--- config.mk ---
export PLATFORM = sky130hd
export DESIGN_NAME = entry_fifo
export DESIGN_NICKNAME = d
export VERILOG_FILES = /design/src/rtl/entry_fifo.sv
export SDC_FILE = /design/constraint.sdc
export NUM_CORES = 1
export LEC_CHECK = 0
export ABC_AREA = 0
export CORE_ASPECT_RATIO = 0.75
export CORE_MARGIN = 2
export CORE_UTILIZATION = 45
export CTS_BUF_LIST = sky130_fd_sc_hd__clkbuf_4 sky130_fd_sc_hd__clkbuf_8
export DETAILED_ROUTE_END_ITERATION = 10
export GPL_TIMING_DRIVEN = 0
export RECOVER_POWER = 25
export SYNTH_ARGS = -nofsm -noshare
export SYNTH_HDL_FRONTEND = slang
export SYNTH_SLANG_ARGS = --single-unit
--- constraint.sdc ---
create_clock -name clk -period 4.75 [get_ports clk]
set_input_delay 0.95 -clock clk [delete_from_list [all_inputs] [get_ports clk]]
set_output_delay 0.95 -clock clk [all_outputs]
set_load 0.01 [all_outputs]
--- src/rtl/entry_fifo.sv ---
// In-order output buffer between fetch and the table-entry consumer, with flush and sticky overflow.
// Latency: a push is visible at out_valid/out_entry one cycle later; there is no bypass when empty.
// Backpressure: registered ob_full asserts with SKID slots still free; writes arriving when full are dropped.
module entry_fifo #(
  parameter int DEPTH   = 8,
  parameter int ENTRY_W = 128,
  parameter int SKID    = 2
) (
  input  logic                       clk,
  input  logic                       reset,
  input  logic                       flush,
  input  logic                       ob_valid,
  input  logic [ENTRY_W-1:0]         entry,
  output logic                       ob_full,
  output logic                       out_valid,
  output logic [ENTRY_W-1:0]         out_entry,
  input  logic                       out_ready,
  output logic [$clog2(DEPTH):0]     count,
  output logic                       overflow
);

  localparam int AW = $clog2(DEPTH);
  localparam int CW = AW + 1;
  localparam logic [CW-1:0] DEPTH_C = CW'(DEPTH);
  localparam logic [CW-1:0] FULL_TH = CW'(DEPTH - SKID);

  logic [ENTRY_W-1:0] mem [DEPTH];
  logic [AW-1:0]      wr_ptr;
  logic [AW-1:0]      rd_ptr;
  logic [CW-1:0]      count_next;
  logic               pop;
  logic               push;
  logic               at_depth;

  assign out_valid = (count != '0);
  assign out_entry = mem[rd_ptr];
  assign at_depth  = (count == DEPTH_C);
  assign pop       = out_valid & out_ready;
  // A pop frees the slot a same-cycle push fills, so a full buffer still accepts.
  assign push      = ob_valid & (~at_depth | pop);

  always_comb begin
    count_next = count;
    if (push && !pop) begin
      count_next = count + CW'(1);
    end else if (pop && !push) begin
      count_next = count - CW'(1);
    end
  end

  always_ff @(posedge clk) begin
    if (reset) begin
      wr_ptr   <= '0;
      rd_ptr   <= '0;
      count    <= '0;
      ob_full  <= 1'b0;
      overflow <= 1'b0;
      for (int i = 0; i < DEPTH; i++) begin
        mem[i] <= '0;
      end
    end else if (flush) begin
      // Storage is left as is; only the bookkeeping is cleared.
      wr_ptr  <= '0;
      rd_ptr  <= '0;
      count   <= '0;
      ob_full <= 1'b0;
    end else begin
      if (push) begin
        mem[wr_ptr] <= entry;
        wr_ptr      <= wr_ptr + AW'(1);
      end
      if (pop) begin
        rd_ptr <= rd_ptr + AW'(1);
      end
      if (ob_valid && at_depth && !pop) begin
        overflow <= 1'b1;
      end
      count   <= count_next;
      ob_full <= (count_next >= FULL_TH);
    end
  end

endmodule
# After elaboration in Yosys (flattened, before gate mapping)
# Memories as Yosys holds them, arrays and structs flattened. A register that Yosys moved wholly into a read port is not among the register bits.
# Index checks and enable logic that the tools add are counted.
dict set report op_classes {
  n_mux 13
  addsub 4
  eq_ne 1
  reduce_logical 10
  bitwise 5
  magnitude_cmp 1
}
# operator count
set op_table {}
lappend op_table {{128-bit two-way mux} 1}
lappend op_table {{128-bit OR reduction} 1}
lappend op_table {{3-bit two-way mux} 3}
lappend op_table {{4-bit two-way mux} 2}
lappend op_table {{1-bit two-way mux} 7}
lappend op_table {{3-bit by 1-bit adder with 3-bit output (second input constant)} 2}
lappend op_table {{4-bit by 1-bit adder with 4-bit output (second input constant)} 1}
lappend op_table {{4-bit equality test (second input constant)} 1}
lappend op_table {{4-bit by 3-bit >= comparator with 1-bit output (second input constant)} 1}
lappend op_table {{1-bit logical AND} 4}
lappend op_table {{4-bit nonzero test} 1}
lappend op_table {{4-bit by 1-bit subtractor with 4-bit output (second input constant)} 1}
lappend op_table {{1-bit AND} 2}
lappend op_table {{1-bit zero test} 2}
lappend op_table {{1-bit NOT} 2}
lappend op_table {{2-bit AND reduction} 1}
lappend op_table {{2-bit OR reduction} 1}
lappend op_table {{1-bit OR} 1}
dict set report totals {
  regBits 12
  mem_count 1
  inputBits 133
  wordCells 40
  ramBits 1024
}
# name depth word_bits rd rd_ports_with_merged_regs write_ports line
set memory_table {}
lappend memory_table {mem 8 128 1 1 8 27} ;# logic [ENTRY_W-1:0] mem [DEPTH];

# Depth between registers and ports, before layout
# Gate-level depths: netlist of the first run.
dict set report depth {
  word_depth 10
  mapped_depth 9
}

# Worst setup path before layout of the first run
# No wires, ideal clock.
dict set report synth_path {
  kind {input port to flip-flop}
  from {input port out_ready}
  to {memory mem[4][0], enable pin}
  t_required_ns 4.317
  setup_ns 0.433
  slack_ns 0.843
  t_arrival_ns 3.474
  stages 6
  path_buffers 1
  path_cell_list {and4bb_4 nor2b_4 nand2_2 nor4_4 clkbuf_2 or2_2}
}
# item line
set synth_rtl {}
lappend synth_rtl {{start, declared} 17} ;# input logic out_ready,
lappend synth_rtl {{end, declared} 27}

==> impl_metrics.toml, run 1 <==
[logic_synthesis]
synth_xor_area_frac = 0.00114
synthSimpleGateAreaFrac = 0.147
synth_adder_area_share = 0.00109
syn_inst = 2722
synth_area_leader_cell = "edfxtp_1"
ys_warn_count = 0
synth_top_area_frac = 0.668
synth_top_family_by_area = "multiplexers"
yosysSeqAreaShare = 0.675
syn_area_per_cell_um2 = 16.9
async_flop_share = 0
synthMuxAreaShare = 0.157
netlist_area_um2 = 46000
synth_ff_type = "edfxtp_1"
ys_seq_elements = 1039
synth-edff-count = 1024
synthTopCellsByArea = "edfxtp_1 67%, and2_1 14%, mux4_2 13%"
synth-compound-area-share = 0.00220
post_synth_num_cell_types = 40
syn-num-nets = 2859

[sta]
fin_skew_ns = 0.0327
period_minus_slack_ns = 4.63
worst_slew_pin_slew_ns = 1.60
maxSlewHeadroom = -0.0650
layout_setup_ws_ns = 0.125
hold_viol_final = 0
drv_slew = 22
period_share = 0.974
finalSetupViolCount = 0
fmax_ghz = 0.216
grt_setup_unrepaired = "false"

[placed_design]
io_buffers = 267
routabilityCongestion = 0.760
dp_slack_ns = -0.193
post-place-cells = 4353
hpwlAfterDp_um = 75400
placed_area_um2 = 51000

[pwr]
switchingPower_mw = 4.31
power_mw = 19.7
p_int_mw = 15.4
power_density_nw_per_um2 = 362
p_seq_frac = 0.533
p_comb_frac = 0.062
ir_drop_mv = 0.270
pwr-share-clk = 0.405
p_sw_frac = 0.219
p_leak_nw = 19.1

[clock_network]
clockBufferDepth = 3
numCtsBuffers = 169
cts.sinks = 1039
insertion_delay_ns = 0.85
clkTransAtPathRegs_ns = 0.06
postCtsSetupRepairBufs = 0
tritoncts = "done"
htree_levels = 4
cts-root-buf = "clkbuf_8"

[setup_path]
path_buf_inv = 3
path_depth = 5
reg2reg_slack_ns = 0.39
critPathMaxStageDelay_ns = 0.70
reg2reg_to = "mem[4][74]$_SDFFCE_PN0P_"
crit_path_cell_trace = "clkbuf_2, clkbuf_1, mux4_2, mux2_2, clkdlybuf4s50_1"
rr_worst_depth = 11
end_kind = "output port"
cp_data_arrival_time_ns = 3.68
crit_fanout = 10
critical_path_class = "reg -> out"
crit_family = "buffers and inverters"
start_kind = "register"
cp-endpoint = "out_entry[5]"
critPathSlowestCell = "clkbuf_1"
cp.required_ns = 3.80
timing.rr.start = "count[0]$_SDFF_PP0_"

[drt]
wl_um = 121000
dr.first_iter.drc_count = 2298
vias = 25300
dr.pass1.iters = 6
vias_per_cell = 5.43
wl_per_cell_um = 26.0
postRouteAntennaNets = 0
drc = 0

[min_path]
worstHoldPathType = "reg -> reg"

[die]
pin_count = 268
num_rows = 101
start_util = 0.454
die_area_um2 = 105000
fp.dieW_um = 373
core_area_um2 = 101000
fp.dieH_um = 281

[final_layout]
final_cell_mix = "1024 x edfxtp_1, 773 x and2_1, 260 x clkdlybuf4s50_1, 256 x mux4_2, 253 x and2_0"
multi_input_area_um2 = 14200
ff_latch_area_um2 = 31000
num-fill-cells = 8157
drive_above_1_share = 0.219
final_area_um2 = 54400
layout_commonest_cell = "edfxtp_1"
area_growth_syn_to_layout_pct = 18.2
nets = 3322
finalNonFillerCells = 4654

[outcome]
status = "complete, but fails checks"
violations = "max-capacitance violations, max-slew violations"

[global_route]
grt_pass1_vias = 27000
antenna_found_initial = 16
overflow = 0
grt_usage = 0.233
grt_pass1_wl_um = 175000
grt_start_max_net_pins = 47

[job]
max-cap-violations = 2
==> synth_stat cells (2+ instances only) <==
library cell / count
nand4_1: 2
clkbuf_1: 128
clkbuf_2: 18
dfxtp_1: 15
o21ai_0: 4
a31oi_1: 3
nand3_1: 4
nor2_1: 12
buf_2: 35
ha_1: 4
buf_1: 6
or2_2: 9
and2_1: 1026
edfxtp_1: 1024
nand2_1: 8
nor3_2: 3
a21oi_1: 6
nor3_1: 3
mux4_2: 256
xnor2_1: 3
mux2_2: 128
inv_1: 4
nand3b_1: 2
xor2_1: 3
==> worst min-delay path, cell delays in order, from the launching register on <==
cell and delay, ns:
dfxtp_1 0.32, nand2_1 0.06, a21oi_1 0.07
==> logic make-up after synthesis <==
group / count (synthesis)
AOI/OAI and AO/OA: 17
and+or+nand+nor: 1079
muxes: 385
buffers and inverters: 192
adders and majority gates: 4
DFF: 1039
xor gates and xnor gates: 6
==> cell type report <==
class	count	share of cell area
Tap cell	1339	0.0308
Buffer	188	0.0143
Timing Repair Buffer	292	0.0607
Multi-Input combinational cell	1491	0.260
Clock buffer	230	0.0521
Inverter	4	0.000276
Sequential cell	1039	0.571
Clock inverter	68	0.0105
Antenna cell	3	0.000138
==> repair_timing <==
item / in CTS / in global routing
hold buffers: 0 / 0
gates resized for setup: 11 / 6
endpoints found under the setup margin: 128 / 10
==> how the worst min path moves through the flow <==
stage | slack (ns) | cells past startpoint | startpoint | endpoint
after floorplan | 0.45 | 2 | rd_ptr[1]$_SDFFE_PP0N_ | register
after global placement | 0.49 | 2 | rd_ptr[1]$_SDFFE_PP0N_ | rd_ptr[1]$_SDFFE_PP0N_
after detailed placement | 0.49 | 2 | rd_ptr[1]$_SDFFE_PP0N_ | register
after CTS | 0.50 | 2 | rd_ptr[1]$_SDFFE_PP0N_ | register
after global routing | 0.53 | 2 | rd_ptr[1]$_SDFFE_PP0N_ | rd_ptr[1]$_SDFFE_PP0N_
final | 0.51 | 2 | rd_ptr[1]$_SDFFE_PP0N_ | rd_ptr[1]$_SDFFE_PP0N_
==> power groups by stage <==
stage	combinational [mW]	clock, mW	sequential, mW
finish	1.23	7.97	10.5
detailed placement	1.24	0	10.7
global placement	1.16	0	10.7
global route	1.31	8.48	10.5
CTS	1.25	8.12	10.5
floorplan	0.558	0	10.7
==> per-stage QoR <==
stage / hold WS [ns] / util / setup TNS [ns]
floorplan: 0.454 / - / 0
global placement: 0.489 / 0.497 / -2051.66
detailed placement: 0.490 / 0.503 / -11.66
CTS: 0.498 / 0.537 / 0
global route: 0.527 / 0.537 / 0
finish: 0.506 / 0.537 / 0
==> layer usage <==
metal | global-route usage | vias up | part of all wire
met5 | 0 | - | 0.0012
met4 | 0.0845 | 24 | 0.027
met3 | 0.0578 | 213 | 0.072
met2 | 0.378 | 858 | 0.48
met1 | 0.306 | 13100 | 0.42
li1 | - | 11100 | -
==> flip-flops by register name (all words and copies together) (netlist names), named ones only <==
| name | flops |
|---|---|
| overflow | 1 |
| rd_ptr | 3 |
| count | 4 |
| ob_full | 1 |
| wr_ptr | 3 |
| mem | 1024 |
Note: power is estimated with default switching activity, not from simulation.
==> run 2, diff against run 1 <==
--- a/config.mk
+++ b/config.mk
@@ -10,4 +10,5 @@
 export CORE_MARGIN = 2
-export CORE_UTILIZATION = 45
+export CORE_UTILIZATION = 32
 export CTS_BUF_LIST = sky130_fd_sc_hd__clkbuf_4 sky130_fd_sc_hd__clkbuf_8
+export CTS_CLUSTER_DIAMETER = 200
 export DETAILED_ROUTE_END_ITERATION = 10
--- a/constraint.sdc
+++ b/constraint.sdc
@@ -3,2 +3,2 @@
 set_output_delay 0.95 -clock clk [all_outputs]
-set_load 0.01 [all_outputs]
+set_load 0.005 [all_outputs]
==> impl_metrics.toml, run 2 (synthesis gave the netlist of run 1 again) <==
[clock_network]
htree_levels = 4
clockBufferDepth = 3
cts-root-buf = "clkbuf_8"
cts_hold_buf = 0
insertion_delay_ns = 0.90
tritoncts = "done"
clkTransAtPathRegs_ns = 0.06
cts.sinks = 1039
numCtsBuffers = 172

[final_layout]
drive_above_1_share = 0.220
multi_input_area_um2 = 14200
final_cell_mix = "1024 x edfxtp_1, 781 x and2_1, 260 x clkdlybuf4s50_1, 256 x mux4_2, 245 x and2_0"
largest_reg_flops = 1024
layout_commonest_cell = "edfxtp_1"
final_core_util = 0.386
top_register = "mem"
finalNonFillerCells = 5221
ff_latch_area_um2 = 31000
largestRegisters = "mem: 1024 flops, count: 4 flops"
nets = 3323
area_growth_syn_to_layout_pct = 19.6
num-fill-cells = 13200

[drt]
wl_met3_um = 8060
vias_per_cell = 4.74
wl_per_cell_um = 24.4
top_layer = "met5"
vias = 24800
drc = 0
dr_wl_met2_um = 61000
met1_length_um = 55400
dr.first_iter.drc_count = 2163
wl_um = 127000
dr.pass1.iters = 5
postRouteAntennaNets = 0

[sta]
period_share = 0.970
finalSetupViolCount = 0
hold_viol_final = 0
worst_slew_pin_slew_ns = 1.82
period_minus_slack_ns = 4.61
fin_skew_ns = 0.0380
drv_slew = 66
maxSlewHeadroom = -0.214
grt_setup_unrepaired = "true"
holdWs_ns = 0.473
layout_setup_ws_ns = 0.144
fmax_ghz = 0.217

[setup_path]
cp.required_ns = 3.80
cp_data_arrival_time_ns = 3.66
end_kind = "output port"
critical_path_class = "reg -> out"
start_kind = "register"
crit_fanout = 10

[job]
max-cap-violations = 6

[placed_design]
hpwlAfterDp_um = 79300
io_buffers = 267
dp_slack_ns = -0.100
post-place-cells = 4903
routabilityCongestion = 0.717

[die]
core_area_um2 = 143000
die_area_um2 = 147000
fp.dieW_um = 442
pin_count = 268
num_rows = 120
fp.dieH_um = 332
start_util = 0.322

[global_route]
antenna_found_initial = 24
grt_usage = 0.174
grt_pass1_vias = 26400
overflow = 0
grt_start_max_net_pins = 49
grt_pass1_wl_um = 186000

[outcome]
status = "complete, but fails checks"
violations = "max-capacitance violations, max-slew violations"

[min_path]
worstHoldPathType = "reg -> reg"

[pwr]
power_mw = 19.7
p_leak_nw = 19.1
ir_drop_mv = 0.201
power_density_nw_per_um2 = 357
## run 2: changes by cell type in the layout (fill, tap and decap cells not counted), sizes merged
cell      previous run  this run
clkinv              51        60
diode                3        10
buf                 52        53
bufinv              10         5
inv                  8        12
clkinvlp             3         2
## run 2: report_power, final
part | leakage, nW | switching [mW] | internal [mW]
registers | 10.7 | 0.0861 | 10.4
logic | 6.63 | 0.640 | 0.572
clock network | 1.78 | 3.81 | 4.17
## run 2: critical path: stages (launching register included)
cell and delay, ns:
dfxtp_1 0.33, clkbuf_1 0.66, clkbuf_1 0.75, mux2_2 0.42, clkdlybuf4s50_1 0.60
## run 2: final cells by class
type,count,share of cell area
Antenna cell,10,0.000455
Buffer,188,0.0145
Clock buffer,233,0.0516
Clock inverter,75,0.00973
Inverter,4,0.000273
Multi-Input combinational cell,1491,0.257
Sequential cell,1039,0.564
Tap cell,1891,0.0430
Timing Repair Buffer,290,0.0592
## run 2: repair_timing
action,in CTS,in global routing
setup endpoints to repair,128,19
setup buffers,0,0
endpoints found under the hold margin,0,0
resized for setup,18,4
## run 2: per-stage QoR
step           instance area, µm²  setup TNS (ns)
6_report                    55000               0
4_1_cts                     55100          -0.520
3_5_place_dp                51700           -7.68
3_3_place_gp                51100        -2094.55
5_1_grt                     55000         -0.0461
2_1_floorplan               46000               0
## run 2: routing by layer
layer,up-vias,GRT usage
met5,-,0
met4,14,0.0491
met2,739,0.283
met3,214,0.0394
met1,12700,0.234
li1,11100,-
## run 2: worst paths after layout
check | from | endpoint | slack [ns] | cells past startpoint
setup / recovery | register | out_entry[103] | 0.14 | 4
setup reg to reg | count[1]$_SDFF_PP0_ | mem[0][45]$_SDFFCE_PN0P_ | 0.46 | 8
hold reg to reg | overflow$_SDFFE_PP0P_ | overflow$_SDFFE_PP0P_ | 0.47 | 2
hold / removal | overflow$_SDFFE_PP0P_ | overflow$_SDFFE_PP0P_ | 0.47 | 2
